### config.mk
export PLATFORM = sky130hd
export DESIGN_NAME = decoder_scan_seq
export DESIGN_NICKNAME = d
export VERILOG_FILES = /design/src/rtl/decoder_scan_seq.sv
export SDC_FILE = /design/constraint.sdc
export NUM_CORES = 1
export LEC_CHECK = 0
export ABC_AREA = 1
export BUFFER_PORTS_ARGS = -buffer_cell sky130_fd_sc_hd__buf_2
export CORE_MARGIN = 2
export CORE_UTILIZATION = 35
export DETAILED_ROUTE_END_ITERATION = 10
export PLACE_DENSITY_LB_ADDON = 0.3
export SETUP_SLACK_MARGIN = 0.1
export SYNTH_ARGS = -nofsm -noshare
export SYNTH_HDL_FRONTEND = slang
export SYNTH_SLANG_ARGS = --single-unit
### constraint.sdc
create_clock -name clka -period 1.3 [get_ports clka]
set_input_delay 0.13 -clock clka [delete_from_list [all_inputs] [get_ports clka]]
set_output_delay 0.13 -clock clka [all_outputs]
set_load 0.01 [all_outputs]
### src/rtl/decoder_scan_seq.sv
// Scan sequencer for a 3-to-8 decoder: drives E/In so the one-hot output
// walks codes 0..7, each held dwell+1 cycles, single-pass or continuous.
module decoder_scan_seq #(
  parameter int DWELL_W = 8
) (
  input  logic               clka,
  input  logic               rst,
  input  logic               start,
  input  logic               stop,
  input  logic               hold,
  input  logic               mode,
  input  logic [DWELL_W-1:0] dwell,
  output logic               E,
  output logic [2:0]         In,
  output logic               busy,
  output logic               done
);

  typedef enum logic {
    ST_IDLE = 1'b0,
    ST_SCAN = 1'b1
  } state_t;

  state_t             r_state, w_state_nx;
  logic [DWELL_W-1:0] r_cnt, w_cnt_nx;
  logic [DWELL_W-1:0] r_dwell_lat, w_dwell_nx;
  logic               r_mode_lat, w_mode_nx;
  logic [2:0]         r_in, w_in_nx;
  logic               r_e, r_busy, r_done, w_done_nx;

  // Next-state logic; outputs are derived from the next state so they can be registered.
  always_comb begin
    w_state_nx = r_state;
    w_cnt_nx   = r_cnt;
    w_dwell_nx = r_dwell_lat;
    w_mode_nx  = r_mode_lat;
    w_in_nx    = r_in;
    w_done_nx  = 1'b0;
    case (r_state)
      ST_IDLE: begin
        w_in_nx = 3'd0;
        if (start && !stop) begin
          w_state_nx = ST_SCAN;
          w_cnt_nx   = {DWELL_W{1'b0}};
          w_dwell_nx = dwell;
          w_mode_nx  = mode;
        end else begin
          w_state_nx = ST_IDLE;
        end
      end
      ST_SCAN: begin
        if (stop) begin
          w_state_nx = ST_IDLE;
          w_in_nx    = 3'd0;
          w_cnt_nx   = {DWELL_W{1'b0}};
        end else if (hold) begin
          w_state_nx = ST_SCAN;
        end else if (r_cnt < r_dwell_lat) begin
          w_cnt_nx = r_cnt + {{(DWELL_W-1){1'b0}}, 1'b1};
        end else begin
          w_cnt_nx = {DWELL_W{1'b0}};
          if (r_in != 3'd7) begin
            w_in_nx = r_in + 3'd1;
          end else if (r_mode_lat) begin
            w_in_nx = 3'd0;
          end else begin
            w_state_nx = ST_IDLE;
            w_in_nx    = 3'd0;
            w_done_nx  = 1'b1;
          end
        end
      end
      default: begin
        w_state_nx = ST_IDLE;
        w_in_nx    = 3'd0;
        w_cnt_nx   = {DWELL_W{1'b0}};
      end
    endcase
  end

  // State and registered outputs.
  always_ff @(posedge clka or posedge rst) begin
    if (rst) begin
      r_state     <= ST_IDLE;
      r_cnt       <= {DWELL_W{1'b0}};
      r_dwell_lat <= {DWELL_W{1'b0}};
      r_mode_lat  <= 1'b0;
      r_in        <= 3'd0;
      r_e         <= 1'b0;
      r_busy      <= 1'b0;
      r_done      <= 1'b0;
    end else begin
      r_state     <= w_state_nx;
      r_cnt       <= w_cnt_nx;
      r_dwell_lat <= w_dwell_nx;
      r_mode_lat  <= w_mode_nx;
      r_in        <= w_in_nx;
      r_e         <= (w_state_nx == ST_SCAN);
      r_busy      <= (w_state_nx == ST_SCAN);
      r_done      <= w_done_nx;
    end
  end

  assign E    = r_e;
  assign In   = r_in;
  assign busy = r_busy;
  assign done = r_done;

endmodule

Yosys cells after proc, flatten, opt, wreduce, memory -nomap -nowiden
Cells that the tools add are included.

Bits in registers: 22. Word-level logic and storage cells: 42. Output and inout bits: 6.

Reductions and logical operators: 5. Order comparisons: 1. Equal/unequal tests: 4. Add/sub/neg operators: 2. Muxes and demuxes: 23. Bitwise operators: 1.

Operators with widths (count): $mux 8 (4); $pmux 8 s2 (1); $mux 1 (12); $mux 3 (4); $ne 3x3->1 const B (3); $add 8x1->8 const B (1); $lt 8x8->1 (1); $pmux 3 s2 (1); $reduce_and 2->1 (3); $add 3x1->3 const B (1); $ne 2x2->1 const B (1); $pmux 1 s2 (1); $logic_and 1x1->1 (1); $logic_not 1->1 (1); $not 1->1 (1).

Longest topological paths before layout
Word-level depth: 6. Depth in mapped cells: 11.

Worst setup path before layout
No wires, ideal clock.

Path kind: reg-to-reg. From: register r_cnt[5]. To: register r_in[0] (netlist: In[0]). Data required time: 1.183 ns. Slack: -0.125 ns. Clock period less this slack: 1.425 ns. Arrival time: 1.308 ns. Cell stages (with the launch flop): 8. Cell sequence: dfrtp_1 ha_1 a21oi_1 o21a_1 nand3_1 buf_4 nand3_1 nand2_1.

Longest elaborated chain between the ends: 3.

Ends and longest elaborated chain: from (decl) (line 25) `logic [DWELL_W-1:0] r_cnt, w_cnt_nx;`; from (signal assigned) (line 85) `r_cnt <= {DWELL_W{1'b0}};`; from (signal assigned) (line 94) `r_cnt <= w_cnt_nx;`; $lt 8x8->1 (line 58) `end else if (r_cnt < r_dwell_lat) begin`; $ne 3x3->1 (no line); $reduce_and 2->1 (no line); to (signal assigned) (line 97) `r_in <= w_in_nx;`; to (decl) (line 28) `logic [2:0] r_in, w_in_nx;`.

No other way between the ends. A chain may end at the register's enable or synchronous reset.

Worst setup path after layout
From: register r_cnt[7]. To: register r_in[0] (netlist: In[0]).

The elaborated chain is that of the path after synthesis.

==> flow_metrics.env <==
export IMPL_power_switching_fraction=0.304
export IMPL_worst_slew_pin_transition_ns=0.349
export IMPL_num_fill_cells=310
export IMPL_critPathTopFamily="flip-flops"
export IMPL_vdd_ir_drop_max_mv=0.559
export IMPL_power_share_sequential=0.490
export IMPL_pwr_density_nw_per_um2=863
export IMPL_ff_to_ff_end="In[0]$_DFFE_PP0P_"
export IMPL_synthesis_area_per_instance_um2=8.72
export IMPL_cts_root_buf="sky130_fd_sc_hd__clkbuf_4"
export IMPL_number_of_global_route_vias_before_repair=1067
export IMPL_cp_data_arrival_time_ns=1.62
export IMPL_report_final_hold_viol_count=0
export IMPL_syn_inst=142
export IMPL_maximum_number_of_pins_on_one_net_before_global_route_repair=23
export IMPL_timing_critical_path_buf_inv=0
export IMPL_num_io_pins=20
export IMPL_layout_cell_area_non_filler_um2=1860
export IMPL_area_occupied_by_multi_input_gates_um2=803
export IMPL_fraction_of_the_cycle_the_final_worst_path_needs=1.10
export IMPL_die_height_um=63.5
export IMPL_tritoncts="yes"
export IMPL_grt_usage=0.148
export IMPL_synth_area_um2=1240
export IMPL_synth_ff_latch_count=22
export IMPL_final_weighted_congestion_in_routability_driven_placement=0.794
export IMPL_commonest_non_fill_non_tap_cell_in_the_layout="sky130_fd_sc_hd__buf_4"
export IMPL_static_leakage_power_nw=0.952
export IMPL_placed_cell_area_um2=1540
export IMPL_hp_class="in -> reg"
export IMPL_crit_path_cell_trace="ha_4 > nand2_4 > o21a_4 > nand3_4 > nand2_4 > nand2_1 > nand2_1"
export IMPL_wl_per_cell_um=11.7
export IMPL_final_layout_size_suffix_gt1_frac=0.503
export IMPL_slowest_stage="sky130_fd_sc_hd__dfrtp_1"
export IMPL_cts_buffer_depth=2
export IMPL_r2r_slack_ns=-0.13
export IMPL_final_antenna_net_count=0
export IMPL_cp_endpoint="In[0]$_DFFE_PP0P_"
export IMPL_rsz_0062_raised_after_global_routing="true"
export IMPL_layout_area_overhead_vs_synth_pct=50.4
export IMPL_drtPass1Iterations=4
export IMPL_power_internal_w=0.00112
export IMPL_drt_drc_violations_left=0
export IMPL_postRouteWirelength_um=2780
export IMPL_numCtsBuffers=3
export IMPL_die_area_um2=4030
export IMPL_fin_nets=217
export IMPL_grt_first_pass_wirelength_um=4660
export IMPL_timing_critical_path_to_type="flop"
export IMPL_fin_setup_tns_ns=-0.730
export IMPL_die_width_um=63.5
export IMPL_dp_hpwl_um=2050
export IMPL_slew_viol_final=0
export IMPL_failed_checks="negative setup slack"
export IMPL_timing_critical_path_depth=7
export IMPL_synth_yosys_warnings=0
export IMPL_top_area_cell_type_share_of_the_netlist_area=0.444
export IMPL_cts_reportedPaths_clkPinSlew_ns=0.11
export IMPL_clock_insertion_delay_worst_skew_ns=0.30
export IMPL_port_buffers=19
export IMPL_timing_final_crit_period_ns=1.43
export IMPL_h_tree_depth=1
export IMPL_worst_setup_path_start_kind="flop"
export IMPL_insertedDiodeCount=0
export IMPL_max_cap_violations=0
export IMPL_drtIter0Drc=21
export IMPL_setup_viol_count_final=13
export IMPL_outcome="complete, but fails checks"
export IMPL_synth_top_area_cell="sky130_fd_sc_hd__dfrtp_1"
export IMPL_routed_via_density=4.56
export IMPL_max_slew_margin_rel=0.765
export IMPL_total_gr_overflow=0
export IMPL_maxClockFrequency_mhz=700
export IMPL_critPathLaunch="r_cnt[7]$_DFFE_PP0P_"
export IMPL_p_sw_w=0.000488
export IMPL_tritoncts_num_sinks=22
export IMPL_reg2reg_from="r_cnt[7]$_DFFE_PP0P_"
export IMPL_postSynthNetCount=166
export IMPL_post_synth_num_cell_types=27
export IMPL_cp_max_fo=6
export IMPL_post_route_worst_setup_slack_ns=-0.128
export IMPL_placement_setup_worst_slack_ns=-0.343
export IMPL_worst_path_largest_cell_delay_ns=0.42
export IMPL_initial_core_util=0.368
export IMPL_mostFrequentLayoutCells="sky130_fd_sc_hd__buf_4, sky130_fd_sc_hd__nand2_1, sky130_fd_sc_hd__dfrtp_1"
export IMPL_hold_depth=2
export IMPL_power_share_combinational=0.327
export IMPL_num_vias=1080
export IMPL_placement_rows=21
export IMPL_p_clk_frac=0.183
export IMPL_cp_data_required_time_ns=1.49
export IMPL_ys_top_cells_by_area="sky130_fd_sc_hd__dfrtp_1, sky130_fd_sc_hd__ha_1, sky130_fd_sc_hd__nand2_1, sky130_fd_sc_hd__a21oi_1, sky130_fd_sc_hd__inv_1"
export IMPL_fin_skew_ns=0.00736
export IMPL_worstSetupPathType="reg -> reg"
export IMPL_worst_r2r_path_cells=7
export IMPL_antenna_found_initial=0
export IMPL_ys_seq_area_frac=0.444
export IMPL_ff_latch_area_um2=551
export IMPL_floorplan_core_area_um2=3360
[state kept, by name, summed over array words and instances (netlist names)]
signal       flops
r_cnt            8
r_dwell_lat      8
In               3
busy             1
done             1
r_mode_lat       1
[power by group through the flow]
| stage | Clock (W) | Sequential (W) | Combinational (W) |
|---|---|---|---|
| finish | 0.000294 | 0.000788 | 0.000527 |
| floorplan | 0 | 0.000795 | 0.000211 |
| CTS | 0.000314 | 0.000782 | 0.000411 |
| detailed placement | 0 | 0.000796 | 0.000378 |
| global route | 0.000349 | 0.000796 | 0.000584 |
| global placement | 0 | 0.000792 | 0.000363 |
[synth_stat cells]
library cell,n
sky130_fd_sc_hd__nand3_1,9
sky130_fd_sc_hd__nand3_4,1
sky130_fd_sc_hd__clkinv_2,1
sky130_fd_sc_hd__o21ai_0,1
sky130_fd_sc_hd__o21bai_1,1
sky130_fd_sc_hd__nor3_1,2
sky130_fd_sc_hd__xor2_1,4
sky130_fd_sc_hd__xor2_2,1
sky130_fd_sc_hd__nand2_4,1
sky130_fd_sc_hd__mux2_2,2
sky130_fd_sc_hd__a21oi_1,14
sky130_fd_sc_hd__nand4_1,1
sky130_fd_sc_hd__nor2_2,1
sky130_fd_sc_hd__dfrtp_1,22
sky130_fd_sc_hd__nor2_1,11
sky130_fd_sc_hd__nand2_1,30
sky130_fd_sc_hd__o21a_1,1
sky130_fd_sc_hd__inv_1,18
sky130_fd_sc_hd__nand2_2,1
sky130_fd_sc_hd__ha_1,10
sky130_fd_sc_hd__a21oi_2,2
sky130_fd_sc_hd__buf_6,1
sky130_fd_sc_hd__nor3b_1,1
sky130_fd_sc_hd__buf_2,1
sky130_fd_sc_hd__o21ai_1,2
sky130_fd_sc_hd__inv_2,1
sky130_fd_sc_hd__buf_4,2
[final cells by class]
class                   count  area share
repair buffers             49       0.189
well taps                  46      0.0309
multi-input cells          97       0.431
clock buffers               3      0.0121
flip-flops and latches     22       0.295
inverters                  20      0.0416
[worst min path at each step]
stage	from	end	slack, ns
2_1_floorplan	rst	In[0]$_DFFE_PP0P_	0.12
3_3_place_gp	rst	r_dwell_lat[0]$_DFFE_PP0P_	0.17
3_5_place_dp	rst	In[0]$_DFFE_PP0P_	0.18
4_1_cts	mode	r_mode_lat$_DFFE_PP0P_	0.04
5_1_grt	mode	r_mode_lat$_DFFE_PP0P_	0.04
6_report	mode	r_mode_lat$_DFFE_PP0P_	0.05
[timing repair]
action | 4_1_cts | 5_1_grt
setup buffers | 2 | 3
gates cloned | 1 | 1
setup endpoints to repair | 19 | 18
gates resized for setup | 11 | 36
hold endpoints to repair | 22 | 0
pin swaps | 5 | 14
hold buffers | 1 | 0
[cell families (layout without fill, tap and decap cells)]
family,after synthesis,in the layout,synth area share
xor+xnor,5,5,0.0414
buf+inv,24,72,0.0868
mux,2,2,0.0182
compound gates,21,21,0.0950
fa+ha+maj,10,10,0.101
flops,22,22,0.444
simple gates,58,59,0.213
[per-stage QoR]
stage | cells | utilization | hold slack (ns) | total power (W)
2_1_floorplan | 142 | - | 0.119 | 0.00101
6_report | 237 | 0.554 | 0.0545 | 0.00161
3_5_place_dp | 226 | 0.457 | 0.179 | 0.00117
5_1_grt | 237 | 0.554 | 0.0424 | 0.00173
4_1_cts | 233 | 0.486 | 0.0434 | 0.00151
3_3_place_gp | 226 | 0.457 | 0.174 | 0.00116
[worst register-to-register path: stages, from the launching register on]
cell and delay, ns:
sky130_fd_sc_hd__dfrtp_1 0.42, sky130_fd_sc_hd__ha_4 0.30, sky130_fd_sc_hd__nand2_4 0.06, sky130_fd_sc_hd__o21a_4 0.22
sky130_fd_sc_hd__nand3_4 0.13, sky130_fd_sc_hd__nand2_4 0.07, sky130_fd_sc_hd__nand2_1 0.06, sky130_fd_sc_hd__nand2_1 0.05
[metal layers]
layer | share of wire | wire [µm] | up-vias | GRT usage
li1 | - | - | 552 | -
met4 | 0.0079 | 22 | 0 | 0.0571
met1 | 0.45 | 1240 | 514 | 0.183
met3 | 0.022 | 62 | 2 | 0.0232
met5 | 0 | 0 | - | 0
met2 | 0.52 | 1450 | 12 | 0.259
Power figures use the tool's default switching activity.
